**config.mk**
```make
export PLATFORM = sky130hd
export DESIGN_NAME = bit_serial_adder
export DESIGN_NICKNAME = d
export VERILOG_FILES = /design/src/rtl/bit_serial_adder_pkg.sv /design/src/rtl/bit_serial_adder_full_adder.sv /design/src/rtl/bit_serial_adder.sv
export SDC_FILE = /design/constraint.sdc
export NUM_CORES = 1
export LEC_CHECK = 0
export ABC_AREA = 1
export CORE_UTILIZATION = 47
export DETAILED_ROUTE_END_ITERATION = 8
export PLACE_DENSITY = 0.75
export SETUP_SLACK_MARGIN = 0.1
export SLEW_MARGIN = 20
export SYNTH_ARGS = -nofsm -noshare
export SYNTH_HDL_FRONTEND = slang
export SYNTH_HIERARCHICAL = 1
export SYNTH_SLANG_ARGS = --single-unit
export TNS_END_PERCENT = 10
```
**constraint.sdc**
```tcl
create_clock -name clk_i -period 1.4 [get_ports clk_i]
set_clock_uncertainty 0.15 [all_clocks]
set_input_delay 0.28 -clock clk_i [delete_from_list [all_inputs] [get_ports clk_i]]
set_output_delay 0.28 -clock clk_i [all_outputs]
set_load 0.03 [all_outputs]
```
**src/rtl/bit_serial_adder_pkg.sv**
```systemverilog
// bit_serial_adder_pkg
//   Shared types and helpers for the bit-serial adder slice.
//   - state_e : controller states (IDLE, RUN, DONE)
//   - cnt_w   : width of the bit counter needed to count WIDTH bit steps
package bit_serial_adder_pkg;

  typedef enum logic [1:0] {
    IDLE = 2'd0,
    RUN  = 2'd1,
    DONE = 2'd2
  } state_e;

  // The counter only has to reach WIDTH-1, so clog2(WIDTH) bits suffice.
  function automatic int cnt_w(input int width);
    return $clog2(width);
  endfunction

endpackage

```
**src/rtl/bit_serial_adder_full_adder.sv**
```systemverilog
// full_adder
//   1-bit full adder cell that also owns the running carry flop of the
//   bit-serial datapath.
//   Ports:
//     clk_i          in  1  clock, carry flop updates on rising edge
//     reset_n_i      in  1  asynchronous active-low reset, clears the carry
//     a_i, b_i       in  1  current operand bit pair
//     load_i         in  1  load a fresh carry-in (start of an operation)
//     load_carry_i   in  1  carry-in value to load
//     step_i         in  1  advance one bit: carry flop takes the carry-out
//     sum_o          out 1  sum bit of a_i + b_i + stored carry
//     carry_o        out 1  carry-out of a_i + b_i + stored carry
module full_adder (
  input  logic clk_i,
  input  logic reset_n_i,
  input  logic a_i,
  input  logic b_i,
  input  logic load_i,
  input  logic load_carry_i,
  input  logic step_i,
  output logic sum_o,
  output logic carry_o
);

  logic carry_q;

  // Combinational full-adder function on the current bit pair and the
  // stored carry.
  always_comb begin
    sum_o   = a_i ^ b_i ^ carry_q;
    carry_o = (a_i & b_i) | (carry_q & (a_i ^ b_i));
  end

  // Carry flop: seeded with the carry-in when an operation is accepted,
  // then follows the cell's carry-out for every processed bit.
  always_ff @(posedge clk_i or negedge reset_n_i) begin
    if (!reset_n_i) begin
      carry_q <= 1'b0;
    end else if (load_i) begin
      carry_q <= load_carry_i;
    end else if (step_i) begin
      carry_q <= carry_o;
    end
  end

endmodule

```
**src/rtl/bit_serial_adder.sv**
```systemverilog
// bit_serial_adder
//   Bit-serial WIDTH-bit adder. Operands are accepted over a valid/ready
//   handshake, processed LSB first one bit per clock through a single
//   full_adder cell, and the result is returned over a second valid/ready
//   handshake. Trades WIDTH+2 cycles per operation for a 1-bit datapath.
//   Optional feature macro: BIT_SERIAL_ADDER_SUB_EN adds a sub_i port that
//   turns the operation into a - b (cout_o=1 means no borrow).
//   Ports:
//     clk_i        in  1      clock
//     reset_n_i    in  1      asynchronous active-low reset
//     in_valid_i   in  1      operands valid
//     in_ready_o   out 1      block can accept operands (IDLE only)
//     a_i, b_i     in  WIDTH  operands
//     cin_i        in  1      carry-in for add operations
//     sub_i        in  1      (BIT_SERIAL_ADDER_SUB_EN only) subtract select
//     out_valid_o  out 1      result valid (DONE)
//     out_ready_i  in  1      consumer accepts result
//     sum_o        out WIDTH  result sum, holds last value after handshake
//     cout_o       out 1      result carry-out
//     busy_o       out 1      high in RUN and DONE
module bit_serial_adder
  import bit_serial_adder_pkg::*;
#(
  parameter int WIDTH = 8
) (
  input  logic             clk_i,
  input  logic             reset_n_i,
  input  logic             in_valid_i,
  output logic             in_ready_o,
  input  logic [WIDTH-1:0] a_i,
  input  logic [WIDTH-1:0] b_i,
  input  logic             cin_i,
`ifdef BIT_SERIAL_ADDER_SUB_EN
  input  logic             sub_i,
`endif
  output logic             out_valid_o,
  input  logic             out_ready_i,
  output logic [WIDTH-1:0] sum_o,
  output logic             cout_o,
  output logic             busy_o
);

  localparam int CW = cnt_w(WIDTH);
  localparam logic [CW-1:0] LAST_BIT = CW'(WIDTH - 1);

  state_e           state_q;
  logic [WIDTH-1:0] a_sr;
  logic [WIDTH-1:0] b_sr;
  logic [WIDTH-1:0] sum_sr;
  logic [CW-1:0]    cnt_q;

  logic             accept;
  logic             step;
  logic             load_carry;
  logic [WIDTH-1:0] b_load;
  logic             fa_sum;
  logic             fa_carry;

  // Operand conditioning at accept time. Subtraction is a + ~b + 1, so the
  // inverted B operand and a forced carry of 1 replace b_i and cin_i.
  always_comb begin
    accept = (state_q == IDLE) && in_valid_i;
    step   = (state_q == RUN);
`ifdef BIT_SERIAL_ADDER_SUB_EN
    load_carry = sub_i ? 1'b1 : cin_i;
    b_load     = sub_i ? ~b_i : b_i;
`else
    load_carry = cin_i;
    b_load     = b_i;
`endif
  end

  full_adder u_full_adder (
    .clk_i        (clk_i),
    .reset_n_i    (reset_n_i),
    .a_i          (a_sr[0]),
    .b_i          (b_sr[0]),
    .load_i       (accept),
    .load_carry_i (load_carry),
    .step_i       (step),
    .sum_o        (fa_sum),
    .carry_o      (fa_carry)
  );

  // Controller and datapath registers. Outputs are registered so that
  // in_ready_o/out_valid_o/busy_o change only on clock edges, and sum_o /
  // cout_o are captured once on entry to DONE so partial sums never show.
  always_ff @(posedge clk_i or negedge reset_n_i) begin
    if (!reset_n_i) begin
      state_q     <= IDLE;
      in_ready_o  <= 1'b1;
      out_valid_o <= 1'b0;
      busy_o      <= 1'b0;
      sum_o       <= '0;
      cout_o      <= 1'b0;
      cnt_q       <= '0;
      a_sr        <= '0;
      b_sr        <= '0;
      sum_sr      <= '0;
    end else begin
      case (state_q)
        IDLE: begin
          if (in_valid_i) begin
            a_sr       <= a_i;
            b_sr       <= b_load;
            cnt_q      <= '0;
            state_q    <= RUN;
            in_ready_o <= 1'b0;
            busy_o     <= 1'b1;
          end
        end

        RUN: begin
          sum_sr <= {fa_sum, sum_sr[WIDTH-1:1]};
          a_sr   <= a_sr >> 1;
          b_sr   <= b_sr >> 1;
          cnt_q  <= cnt_q + CW'(1);
          // The bit processed on this edge is the MSB, so the complete
          // result is the shifted sum plus this edge's carry-out.
          if (cnt_q == LAST_BIT) begin
            state_q     <= DONE;
            out_valid_o <= 1'b1;
            sum_o       <= {fa_sum, sum_sr[WIDTH-1:1]};
            cout_o      <= fa_carry;
          end
        end

        DONE: begin
          if (out_ready_i) begin
            state_q     <= IDLE;
            out_valid_o <= 1'b0;
            in_ready_o  <= 1'b1;
            busy_o      <= 1'b0;
          end
        end

        default: begin
          state_q     <= IDLE;
          out_valid_o <= 1'b0;
          in_ready_o  <= 1'b1;
          busy_o      <= 1'b0;
        end
      endcase
    end
  end

endmodule
```
Word level (Yosys, flattened, before mapping) --
Cells that the tools add are included.
Storage, ports and cells: register bits 42, word-level logic and storage cells 54, output and inout port bits 12
Cells by class: $add $sub $neg 1, reduce and logical (&&, ||, !) cells 9, bitwise operators 7, equal/unequal tests 6, muxes and demuxes 20
Operators by type and width (count):
- one-hot mux 8 bit (2 select lines) | 2
- two-way mux 8 bit | 2
- one-hot mux 1 bit (3 select lines) | 3
- AND reduction 3 bit | 3
- two-way mux 1 bit | 7
- two-way mux 2 bit | 3
- one-hot mux 2 bit (3 select lines) | 1
- one-hot mux 3 bit (2 select lines) | 1
- inequality test 2 bit, second input constant | 2
- AND reduction 2 bit | 2
- nonzero test 2 bit | 2
- adder 3 x 1 -> 3 bit, second input constant | 1
- equality test 3 bit, second input constant | 1
- two-way mux 3 bit | 1
- AND 1 bit | 2
- equality test 2 x 1 -> 1 bit, second input constant | 1
- equality test 2 bit, second input constant | 1
- logical NOT 2 bit | 1
- inequality test 2 x 1 -> 1 bit, second input constant | 1
- inverter 1 bit | 2
- bitwise XOR 1 bit | 2
- logical AND 1 bit | 1
- OR 1 bit | 1

Logic depth before layout (Yosys ltp) --
word-level depth 5, gate-level depth with buffers 7, depth with buffers taken out 6

By module --
Netlist, hierarchy kept.
By module, submodules not included:
- bit_serial_adder | instances 1, cells each 212, area each 1835.5 µm², sequential area each 1002.2 µm²
- full_adder | instances 1, cells each 11, area each 80.1 µm², sequential area each 25.0 µm²

Least setup slack after synthesis --
Ideal clock, no wire load.
kind reg-to-reg, start point register cnt_q[0], end point register sum_o[2], setup time 0.126 ns, clock period less this slack 1.383 ns, stages on the path, launching flop included 6, required time 1.124 ns, slack 0.017 ns, data arrival time 1.107 ns, cells stage by stage dfrtp_1 -> ha_1 -> ha_1 -> nand2_4 -> buf_6 -> o21ai_0
On the way: word-level cells in the longest chain between the ends 2
Ends and longest elaborated chain:
- start: declaration | line bit_serial_adder.sv:50 | logic [CW-1:0] cnt_q;
- start signal: assignment | line bit_serial_adder.sv:117 | cnt_q <= cnt_q + CW'(1);
- equality test 3 bit | line bit_serial_adder.sv:120 | if (cnt_q == LAST_BIT) begin
- AND reduction 2 bit (no line)
- end signal: assignment | line bit_serial_adder.sv:123 | sum_o <= {fa_sum, sum_sr[WIDTH-1:1]};
- end: declaration | line bit_serial_adder.sv:38 | output logic [WIDTH-1:0] sum_o,
No other way between the ends. A chain may end at the register's enable or synchronous reset.

Worst setup path after layout --
start point register in_ready_o, end point output in_ready_o
RTL lines:
- start: declaration | line bit_serial_adder.sv:29 | output logic in_ready_o,
- start signal: assignment | line bit_serial_adder.sv:91 | in_ready_o <= 1'b1;
- start signal: assignment | line bit_serial_adder.sv:108 | in_ready_o <= 1'b0;
- start signal: assignment | line bit_serial_adder.sv:132 | in_ready_o <= 1'b1;
No word-level cell between the ends.

==> results.yml <==
run_status:
  run_status: "complete, no violations"
route:
  detail_route.vias_per_cell: 5.09
  postRouteAntennaNets: 0
  firstDrtPassIters: 4
  drc: 0
  dr_iter_0_viols: 61
  route.final.wire_length_mm: 4.11
  overall_via_count_from_detail_route: 1630
  avgRoutedWirePerCell_um: 12.8
placement:
  place_area_um2: 2280
  place.detailed.hpwl_mm: 2.58
  buffer_ports.inserted: 32
  routabilityCongestion: 0.753
  pre_cts_worst_setup_slack_ns: -0.0941
pwr:
  ir_drop_uv: 1070
  fin_total_pwr_mw: 6.24
  power.leakage_nw: 1.34
  power.density_cell_area_nw_per_um2: 2320
final_layout:
  synthToLayoutAreaGrowth_pct: 40.5
  antennaDiodeCount: 0
  nFillCells: 296
  post_route_cells_drive_above_1_share_pct: 29.8
  design_area_um2: 2690
  layout.nets: 295
synth:
  ys_async_sr_fraction_pct: 100
  ys_types: 19
  synthesis.instances: 223
  synth-seq-cells: 41
  post_synth_edffs: 0
  synth_top_flop_cell: "sky130_fd_sc_hd__dfrtp_1"
  post_synth.cell_area_avg_um2: 8.59
  synthesis.nets: 247
  yosysWarningCount: 6
  netlist_area_um2: 1920
  synth_seq_area_share_pct: 53.6
floorplan:
  num_rows: 22
  initial_utilization_pct: 50.8
  floorplan.die.height_um: 65.8
  top_level_ports: 33
  die_area_um2: 4330
  die_w_um: 65.8
  core_um2: 3770
worst_setup_path:
  worstPathBufferInverterCount: 1
  path_max_fanout: 2
  crit_path_start_kind: "flip-flop"
  worstPathRequired_ns: 0.97
  crit_path_cell_trace: "buf_6"
  timing.critical_path.slowest_stage_cell: "sky130_fd_sc_hd__dfstp_2"
  crit_type: "reg2out"
  worst_path_dominant_cell_family: "flip-flops"
  cpPeakStageDelay_ns: 0.54
  crit_path_end_kind: "output port"
  worst_ep_arrival_time_ns: 0.96
flow_run:
  drv.max_cap_violation_count: 0
timing:
  worst-slew-pin-transition_ns: 0.375
  max_slew_margin_pct: 75.0
  clock.fmax_mhz: 719
  timing_hold_violations_final: 0
  min_period_over_period_pct: 99.4
  slew_viol_final: 0
  setup_ws_ns: 0.00869
  setup-violations-final: 0
  worst_hold_slack_ns: 0.267
  grt_setup_unrepaired: "yes"
  final_period_demand_of_the_worst_path_ns: 1.39
clocking:
  cts.path.max_buffers: 2
  clk_latency_ns: 0.30
  cts.sinks: 41
  worst_setup_hold_path_clk_slew_ns: 0.08
  tritoncts: "built"
  clock_tree.htree_level_count: 2
  cts_inserted_buffers: 5
  cts_root_buf: "sky130_fd_sc_hd__clkbuf_8"
global_routing:
  gr-total-overflow: 0
  grt_first_pass_wirelength_mm: 6.56
  grt_antenna_before_repair: 0
  vias_in_the_first_global_route: 1450
  largest_net_degree_at_the_start_of_global_routing: 27
  grt.total_usage_pct: 20.3
hold_path:
  hold_path_class: "in2async"
where the power goes:
group	switching (mW)	leakage, nW	internal [mW]
Sequential	0.397	0.516	1.72
Combinational	1.72	0.770	1.44
Clock	0.430	0.0543	0.533
Total	2.55	1.34	3.69
per-stage QoR:
stage	instances	util, %	setup TNS [ns]
CTS	315	65.3	0
global route	320	71.4	-0.0425
floorplan	223	-	0
global placement	304	60.6	-0.995
finish	320	71.4	0
detailed placement	304	60.6	-1.47
state kept, by name, indices dropped and copies added, names as in the netlist:
register              flops
a_sr                      8
b_sr                      8
busy_o                    1
cnt_q                     3
cout_o                    1
in_ready_o                1
out_valid_o               1
state_q                   2
sum_o                     8
sum_sr                    7
u_full_adder/carry_q      1
layout by cell type (no fill, tap or decap), drive strengths merged, types with 2 or more instances in the layout:
master,n
o21ai,16
a21oi,2
clkdlybuf4s50,19
inv,15
ha,2
dfrtp,40
buf,32
nand3,36
nor2,3
nand2,95
clkbuf,5
Yosys cell counts, types with 3 or more instances:
| cell | number | area share, % |
|---|---|---|
| sky130_fd_sc_hd__nand2_1 | 90 | 18 |
| sky130_fd_sc_hd__dfrtp_1 | 40 | 52 |
| sky130_fd_sc_hd__nand3_1 | 36 | 9.4 |
| sky130_fd_sc_hd__inv_1 | 14 | 2.7 |
| sky130_fd_sc_hd__buf_6 | 8 | 4.7 |
| sky130_fd_sc_hd__o21ai_0 | 8 | 2.1 |
| sky130_fd_sc_hd__o21ai_1 | 8 | 2.1 |
| sky130_fd_sc_hd__nand2_2 | 3 | 0.98 |
final timing paths:
kind | start | to | slack [ns] | cells past startpoint
hold reg to reg | in_ready_o | in_ready_o | 0.33 | 2
min in group clk_i | in_ready_o | in_ready_o | 0.33 | 2
hold / removal | reset_n_i | sum_sr[4] | 0.27 | 2
setup / recovery | in_ready_o | in_ready_o | 0.009 | 1
setup reg to reg | a_sr[0] | sum_sr[7] | 0.04 | 3
max in group asynchronous | reset_n_i | a_sr[5] | 0.37 | 3
cell families (layout without fill, tap and decap cells):
logic type	after synthesis	count (layout)	share of synthesized area [%]
buffers and inverters	27	75	8.95
and+or+nand+nor	133	134	30.0
adders and majority gates	3	3	2.35
AOI/OAI and AO/OA	19	19	5.10
DFF	41	41	53.6
final cells by class:
cell class              count  area (um2)  share of cell area (%)
repair buffers             52         566                    21.0
well taps                  48        60.1                    2.23
clock inverters             3        46.3                    1.72
clock buffers               5        68.8                    2.56
inverters                  15        58.8                    2.19
flip-flops and latches     41        1030                    38.2
multi-input cells         156         863                    32.1
metal layers:
layer  share of wire, %  track usage (%)  vias up
met5                  0                0        -
met4                1.4             7.61        0
met3                4.1             4.66        6
met2                 51             34.9       42
met1                 43             24.4      779
li1                   -                -      803
what timing repair did:
action                     in CTS  in global routing
gates cloned                    1                  1
setup buffers                   1                  4
hold endpoints to repair       14                  0
resized for setup               4                 64
hold buffers                    1                  0
setup endpoints to repair      32                 49
pin swaps                       0                 23
Power figures use the tool's default switching activity.
